===== config.mk =====
export PLATFORM = sky130hd
export DESIGN_NAME = gray_counter_n
export DESIGN_NICKNAME = d
export VERILOG_FILES = /design/src/rtl/gray_pkg.sv /design/src/rtl/gray2bin.sv /design/src/rtl/gray_counter_n.sv
export SDC_FILE = /design/constraint.sdc
export NUM_CORES = 1
export LEC_CHECK = 0
export BUFFER_PORTS_ARGS = -buffer_cell sky130_fd_sc_hd__buf_2
export CAP_MARGIN = 5
export CORE_MARGIN = 4
export CORE_UTILIZATION = 36
export CTS_CLUSTER_SIZE = 40
export DETAILED_ROUTE_END_ITERATION = 12
export GPL_TIMING_DRIVEN = 0
export MAX_ROUTING_LAYER = met4
export PLACE_DENSITY = 0.69
export SYNTH_ARGS = -nofsm -noshare
export SYNTH_HDL_FRONTEND = slang
export SYNTH_SLANG_ARGS = --single-unit

===== constraint.sdc =====
create_clock -name clk -period 1.9 [get_ports clk]
set_clock_uncertainty 0.2 [all_clocks]
set_input_delay 0.38 -clock clk [delete_from_list [all_inputs] [get_ports clk]]
set_output_delay 0.38 -clock clk [all_outputs]
set_load 0.02 [all_outputs]

===== src/rtl/gray_pkg.sv =====
// gray_pkg: shared Gray/binary encoding functions, operating on zero-extended MAXW-bit values
package gray_pkg;
   localparam int MAXW = 32;
   function automatic logic [MAXW-1:0] bin2gray(input logic [MAXW-1:0] b);
      return b ^ (b >> 1);
   endfunction
   function automatic logic [MAXW-1:0] gray2bin(input logic [MAXW-1:0] g);
      logic [MAXW-1:0] b;
      b[MAXW-1] = g[MAXW-1];
      for (int i = MAXW - 2; i >= 0; i--) b[i] = b[i+1] ^ g[i];
      return b;
   endfunction
endpackage


===== src/rtl/gray2bin.sv =====
// gray2bin: combinational Gray-to-binary converter, each binary bit is the XOR of all Gray bits at or above it
module gray2bin #(
   parameter int WIDTH = 4
) (
   input  logic [WIDTH-1:0] i_gray,
   output logic [WIDTH-1:0] o_bin
);
   for (genvar i = 0; i < WIDTH; i++) begin : g_bit
      assign o_bin[i] = ^i_gray[WIDTH-1:i];
   end
endmodule


===== src/rtl/gray_counter_n.sv =====
// gray_counter_n: registered up/down Gray counter with binary/Gray load, wrap or saturate, tc and wrap pulse
module gray_counter_n
   import gray_pkg::*;
#(
   parameter int WIDTH = 4,
   parameter int WRAP  = 1
) (
   input  logic             clk,
   input  logic             rst_n,
   input  logic             en,
   input  logic             up,
   input  logic             load,
   input  logic             load_gray,
   input  logic [WIDTH-1:0] load_val,
   output logic [WIDTH-1:0] bin_out,
   output logic [WIDTH-1:0] gray_out,
   output logic             tc,
   output logic             wrap_p
);
   localparam bit WRAP_EN = WRAP != 0;
   logic [WIDTH-1:0] r_cnt, r_gray, w_load_bin, w_ld, w_nxt;
   logic             r_wrap, w_at_end;
   gray2bin #(.WIDTH(WIDTH)) u_g2b (
      .i_gray (load_val),
      .o_bin  (w_load_bin)
   );
   assign w_ld     = load_gray ? w_load_bin : load_val;
   assign w_at_end = up ? &r_cnt : ~|r_cnt;
   // saturation holds the end value; otherwise natural WIDTH-bit roll-over gives the wrap
   always_comb begin
      w_nxt = load ? w_ld :
              !en ? r_cnt :
              (w_at_end && !WRAP_EN) ? r_cnt :
              up ? r_cnt + 1'b1 : r_cnt - 1'b1;
   end
   always_ff @(posedge clk) begin
      if (!rst_n) begin
         r_cnt  <= '0;
         r_gray <= '0;
         r_wrap <= 1'b0;
      end else begin
         r_cnt  <= w_nxt;
         r_gray <= WIDTH'(bin2gray(MAXW'(w_nxt)));
         r_wrap <= !load && en && w_at_end && WRAP_EN;
      end
   end
   assign bin_out  = r_cnt;
   assign gray_out = r_gray;
   assign tc       = w_at_end;
   assign wrap_p   = r_wrap;
endmodule

* After elaboration in Yosys (flattened, before gate mapping)
Cells that the tools add are included.
Operators by class: add/subtract/negate cells 2, mux-type cells 5, bitwise logic cells 1, reduce and logical (&&, ||, !) cells 9
Operator list (number):
- 4-bit two-way mux | 3
- 4-bit by 1-bit adder with 4-bit output (second input constant) | 1
- 4-bit AND reduction | 1
- 4-bit OR reduction | 1
- 4-bit parity | 1
- 4-bit by 1-bit subtractor with 4-bit output (second input constant) | 1
- 4-bit by 3-bit XOR with 4-bit output | 1
- 3-bit two-way mux | 1
- 3-bit parity | 1
- 1-bit logical AND | 2
- 1-bit zero test | 2
- 2-bit parity | 1
- 1-bit two-way mux | 1
Word-level totals: register bits 9, bits of input ports 10, output and inout bits 10

* Longest topological paths before layout
word-level depth 5, mapped depth 7, gate-level depth less buffers 7

* Cells and area by module
A second synthesis with hierarchy kept.
Second synthesis, totals: cells, all modules 60, area total of the unflattened synthesis 609.3 um^2
By module, submodules not included:
- gray_counter_n | instances 1, cells an instance 55, area each 559.3 um^2, seq. area each 160.2 um^2
- gray2bin | instances 1, cells an instance 5, area each 50.0 um^2, seq. area each 0.0 um^2

* Worst setup path before layout
No wires, ideal clock.
path kind register -> register, start reg r_cnt[0] (netlist: bin_out[0]), end reg r_gray[0] (netlist: gray_out[0]), data arrival time 1673 ps, required time 1584 ps, path slack -89 ps, stages on the path, launching flop included 8, buffers on the path 0, clock period less this slack 1989 ps, cell sequence dfxtp_1 > inv_1 > fa_1 > nor2b_1 > nor3_1 > nor3_2 > xnor2_1 > nor2_1
On the way: longest elaborated chain between the ends 5, elaborated cells between the ends (all ways) 6, classes of those cells 2 x add/sub; 3 x mux; 1 x bitwise
Ends and longest elaborated chain:
- start: declaration | line gray_counter_n.sv:21 | logic [WIDTH-1:0] r_cnt, r_gray, w_load_bin, w_ld, w_nxt;
- start signal: assignment | line gray_counter_n.sv:42 | r_cnt <= w_nxt;
- 4-bit by 1-bit subtractor with 4-bit output / 4-bit by 1-bit adder with 4-bit output (equally long branches) | line gray_counter_n.sv:34 | up ? r_cnt + 1'b1 : r_cnt - 1'b1;
- 4-bit two-way mux | line gray_counter_n.sv:34
- 4-bit two-way mux * | line gray_counter_n.sv:32 | !en ? r_cnt :
- 4-bit two-way mux * | line gray_counter_n.sv:31 | w_nxt = load ? w_ld :
- 4-bit by 3-bit XOR with 4-bit output * | line gray_pkg.sv:5 | return b ^ (b >> 1);
- end signal: assignment | line gray_counter_n.sv:43 | r_gray <= WIDTH'(bin2gray(MAXW'(w_nxt)));
- end: declaration | line gray_counter_n.sv:21
Mark *: on every way between the ends. The rest lies on a longest branch, timed or not. A chain may end at the register's enable or synchronous reset.

* Worst setup path in the final report
start reg r_cnt[1] (netlist: bin_out[1]), end reg r_gray[1] (netlist: gray_out[1])
Same word-level chain as after synthesis.

==> impl_metrics.json <==
{
  "antenna_found_initial": 0,
  "grt_max_degree": 11,
  "synthDominantAreaCellType": "dfxtp_1",
  "clkLatencyLatePin_ns": 0.24,
  "drc_errors": 0,
  "io_pins": 20,
  "yosys.area_share.xor_xnor": 0.150,
  "period_minus_slack_ns": 1.84,
  "chipHeight_microns": 47.4,
  "area_delta_synth_final_pct": 31.4,
  "finalHoldViolCount": 0,
  "mostFrequentLayoutCells": "buf_2, nor2_1, dfxtp_1",
  "yosys.area_share.simple": 0.309,
  "synth_compound_area_frac": 0.112,
  "ant_nets": 0,
  "netlist_area_sq_um": 558,
  "status": "finished clean",
  "postCtsHoldBufs": 0,
  "cp_max_fo": 3,
  "dr.pass1.iters": 4,
  "grt_overflow_total": 0,
  "drt-total-wl_microns": 1270,
  "worst_pin_slew_ns": 0.424,
  "nFillCells": 133,
  "yosysTopAreaCellShare": 0.287,
  "final-setup-viol-count": 0,
  "initial_core_util": 0.404,
  "crit_type": "flop to flop",
  "drv_cap": 0,
  "netlist_instances": 65,
  "fin_area_sq_um": 733,
  "cts.clk_slew.worst_paths_ns": 0.05,
  "clk_path_buf_depth": 2,
  "placed_cell_area_sq_um": 669,
  "rsz0062_at_grt": "true",
  "row_count": 13,
  "crit_arrival_ns": 1.78,
  "fin_crit_sh": 0.969,
  "reg2reg_depth": 7,
  "hp-class": "primary input to flop",
  "synth_cell_types": 34,
  "crit_path_end_kind": "flop",
  "io_buffers": 18,
  "yosysWarnings": 0,
  "p_per_area_mw_per_mm2": 723,
  "synth_top_family_by_area": "simple AND/OR/NAND/NOR gates",
  "synth_area_per_cell_sq_um": 8.59,
  "syn-num-nets": 78,
  "synthAdderAreaFrac": 0.0807,
  "final_common_cell": "buf_2",
  "wl_per_cell_microns": 12.2,
  "p_total_uw": 530,
  "die_area_sq_mm": 0.00224,
  "grt_util_all_layers": 0.128,
  "final_nets": 104,
  "dr_total_vias": 545,
  "chipWidth_microns": 47.4,
  "cts_tree": "done",
  "required_ns": 1.84,
  "setup_tns_ns": 0,
  "vias_per_cell": 5.24,
  "relSlewSlack": 0.717,
  "whs_path_depth": 2,
  "slew_viol_final": 0,
  "drt_iter0_drc": 9,
  "yosysSeqAreaShare": 0.287,
  "fmax_mhz": 543,
  "synth_area_leaders": "dfxtp_1, xor2_1, xnor2_1",
  "crit_path_start_kind": "flop",
  "htreeDepth": 1,
  "num_antenna_cells": 0,
  "clock_sinks": 8,
  "grt_pass1_vias": 475,
  "coreArea_sq_mm": 0.00138,
  "dpl.hpwl_microns": 957,
  "synth.area.mux_share": 0,
  "p_leak_nw": 0.349,
  "peakVddDrop_uv": 228,
  "gp_congestion": 0.751,
  "drive_gt1_frac": 0.382,
  "grt_pass1_wl_microns": 2010,
  "synth-seq-cells": 8,
  "root_buffer": "clkbuf_4",
  "numCtsBuffers": 3
}
per-layer routing:
| metal | wire length, microns | track usage |
|---|---|---|
| met1 | 558 | 0.165 |
| met2 | 618 | 0.203 |
| met3 | 80 | 0.0230 |
| met4 | 10 | 0.0331 |
| met5 | 0 | - |
logic make-up (layout without fill, tap and decap cells):
logic type | after synthesis | after routing
compound gates | 10 | 10
flops | 8 | 8
simple gates | 28 | 28
buf+inv | 8 | 32
fa+ha+maj | 3 | 3
xor+xnor | 8 | 8
power by group:
part	internal [mW]	leakage, nW	switching, mW
Combinational	0.0910	0.268	0.112
Clock	0.0719	0.0138	0.0520
Sequential	0.189	0.0675	0.0139
Total	0.352	0.349	0.178
cell usage after synthesis:
master     number
dfxtp_1         8
xnor3_1         1
inv_1           5
a21oi_1         3
nor4b_1         1
nor3_2          1
o211ai_1        1
xor2_1          4
and2_1          2
nor4_1          2
xnor2_1         3
nor2b_1         3
a22oi_1         1
nor3_1          1
and4_1          1
and3_1          1
and3b_1         1
nor3b_1         1
clkbuf_1        2
fa_1            1
buf_4           1
a31oi_1         1
or3_1           1
o21ai_0         2
ha_1            2
nand4_1         1
nor2_1          6
nor4bb_1        1
a211oi_1        1
and4b_1         1
nand3_1         1
nand2_1         2
o2bb2ai_1       1
nand2b_1        1
worst paths after layout:
check / from / slack, ns / end
setup / recovery: bin_out[1] / 0.06 / gray_out[1]
hold / removal: rst_n / 0.19 / bin_out[0]
setup reg to reg: bin_out[1] / 0.06 / gray_out[1]
hold reg to reg: bin_out[1] / 0.55 / wrap_p
cell type report:
type | instances | area, sq um | area share
buffer | 3 | 15.0 | 0.0205
clock buffer | 3 | 22.5 | 0.0307
inverter | 5 | 18.8 | 0.0256
multi-input combinational | 49 | 379 | 0.517
sequential | 8 | 166 | 0.227
tap | 15 | 18.8 | 0.0256
timing repair buffer | 21 | 113 | 0.154
state kept, by name (all words and copies together), names as in the netlist:
name	count
bin_out	4
gray_out	3
wrap_p	1
worst max-delay path, cell delays in order, from the launching register on:
cell	delay, ns
dfxtp_2	0.34
inv_2	0.05
fa_1	0.42
xnor2_1	0.15
a211oi_1	0.28
a21oi_2	0.08
xnor2_1	0.15
nor2_1	0.05
what timing repair did:
item | in CTS | in global routing
resized for setup | 2 | 5
endpoints found under the setup margin | 3 | 5
pin swaps | 1 | 4
buffers inserted | 0 | 3
stage by stage:
stage                     cells  setup slack [ns]  hold slack [ns]   util
final                       104            0.0582            0.187  0.530
after global routing        104           -0.0390            0.178  0.530
after CTS                   101           0.00238            0.182  0.507
after detailed placement     98            -0.170            0.437  0.484
after global placement       98            -0.161            0.432  0.484
after floorplan              65            0.0274            0.302      -
Power figures use the tool's default switching activity.
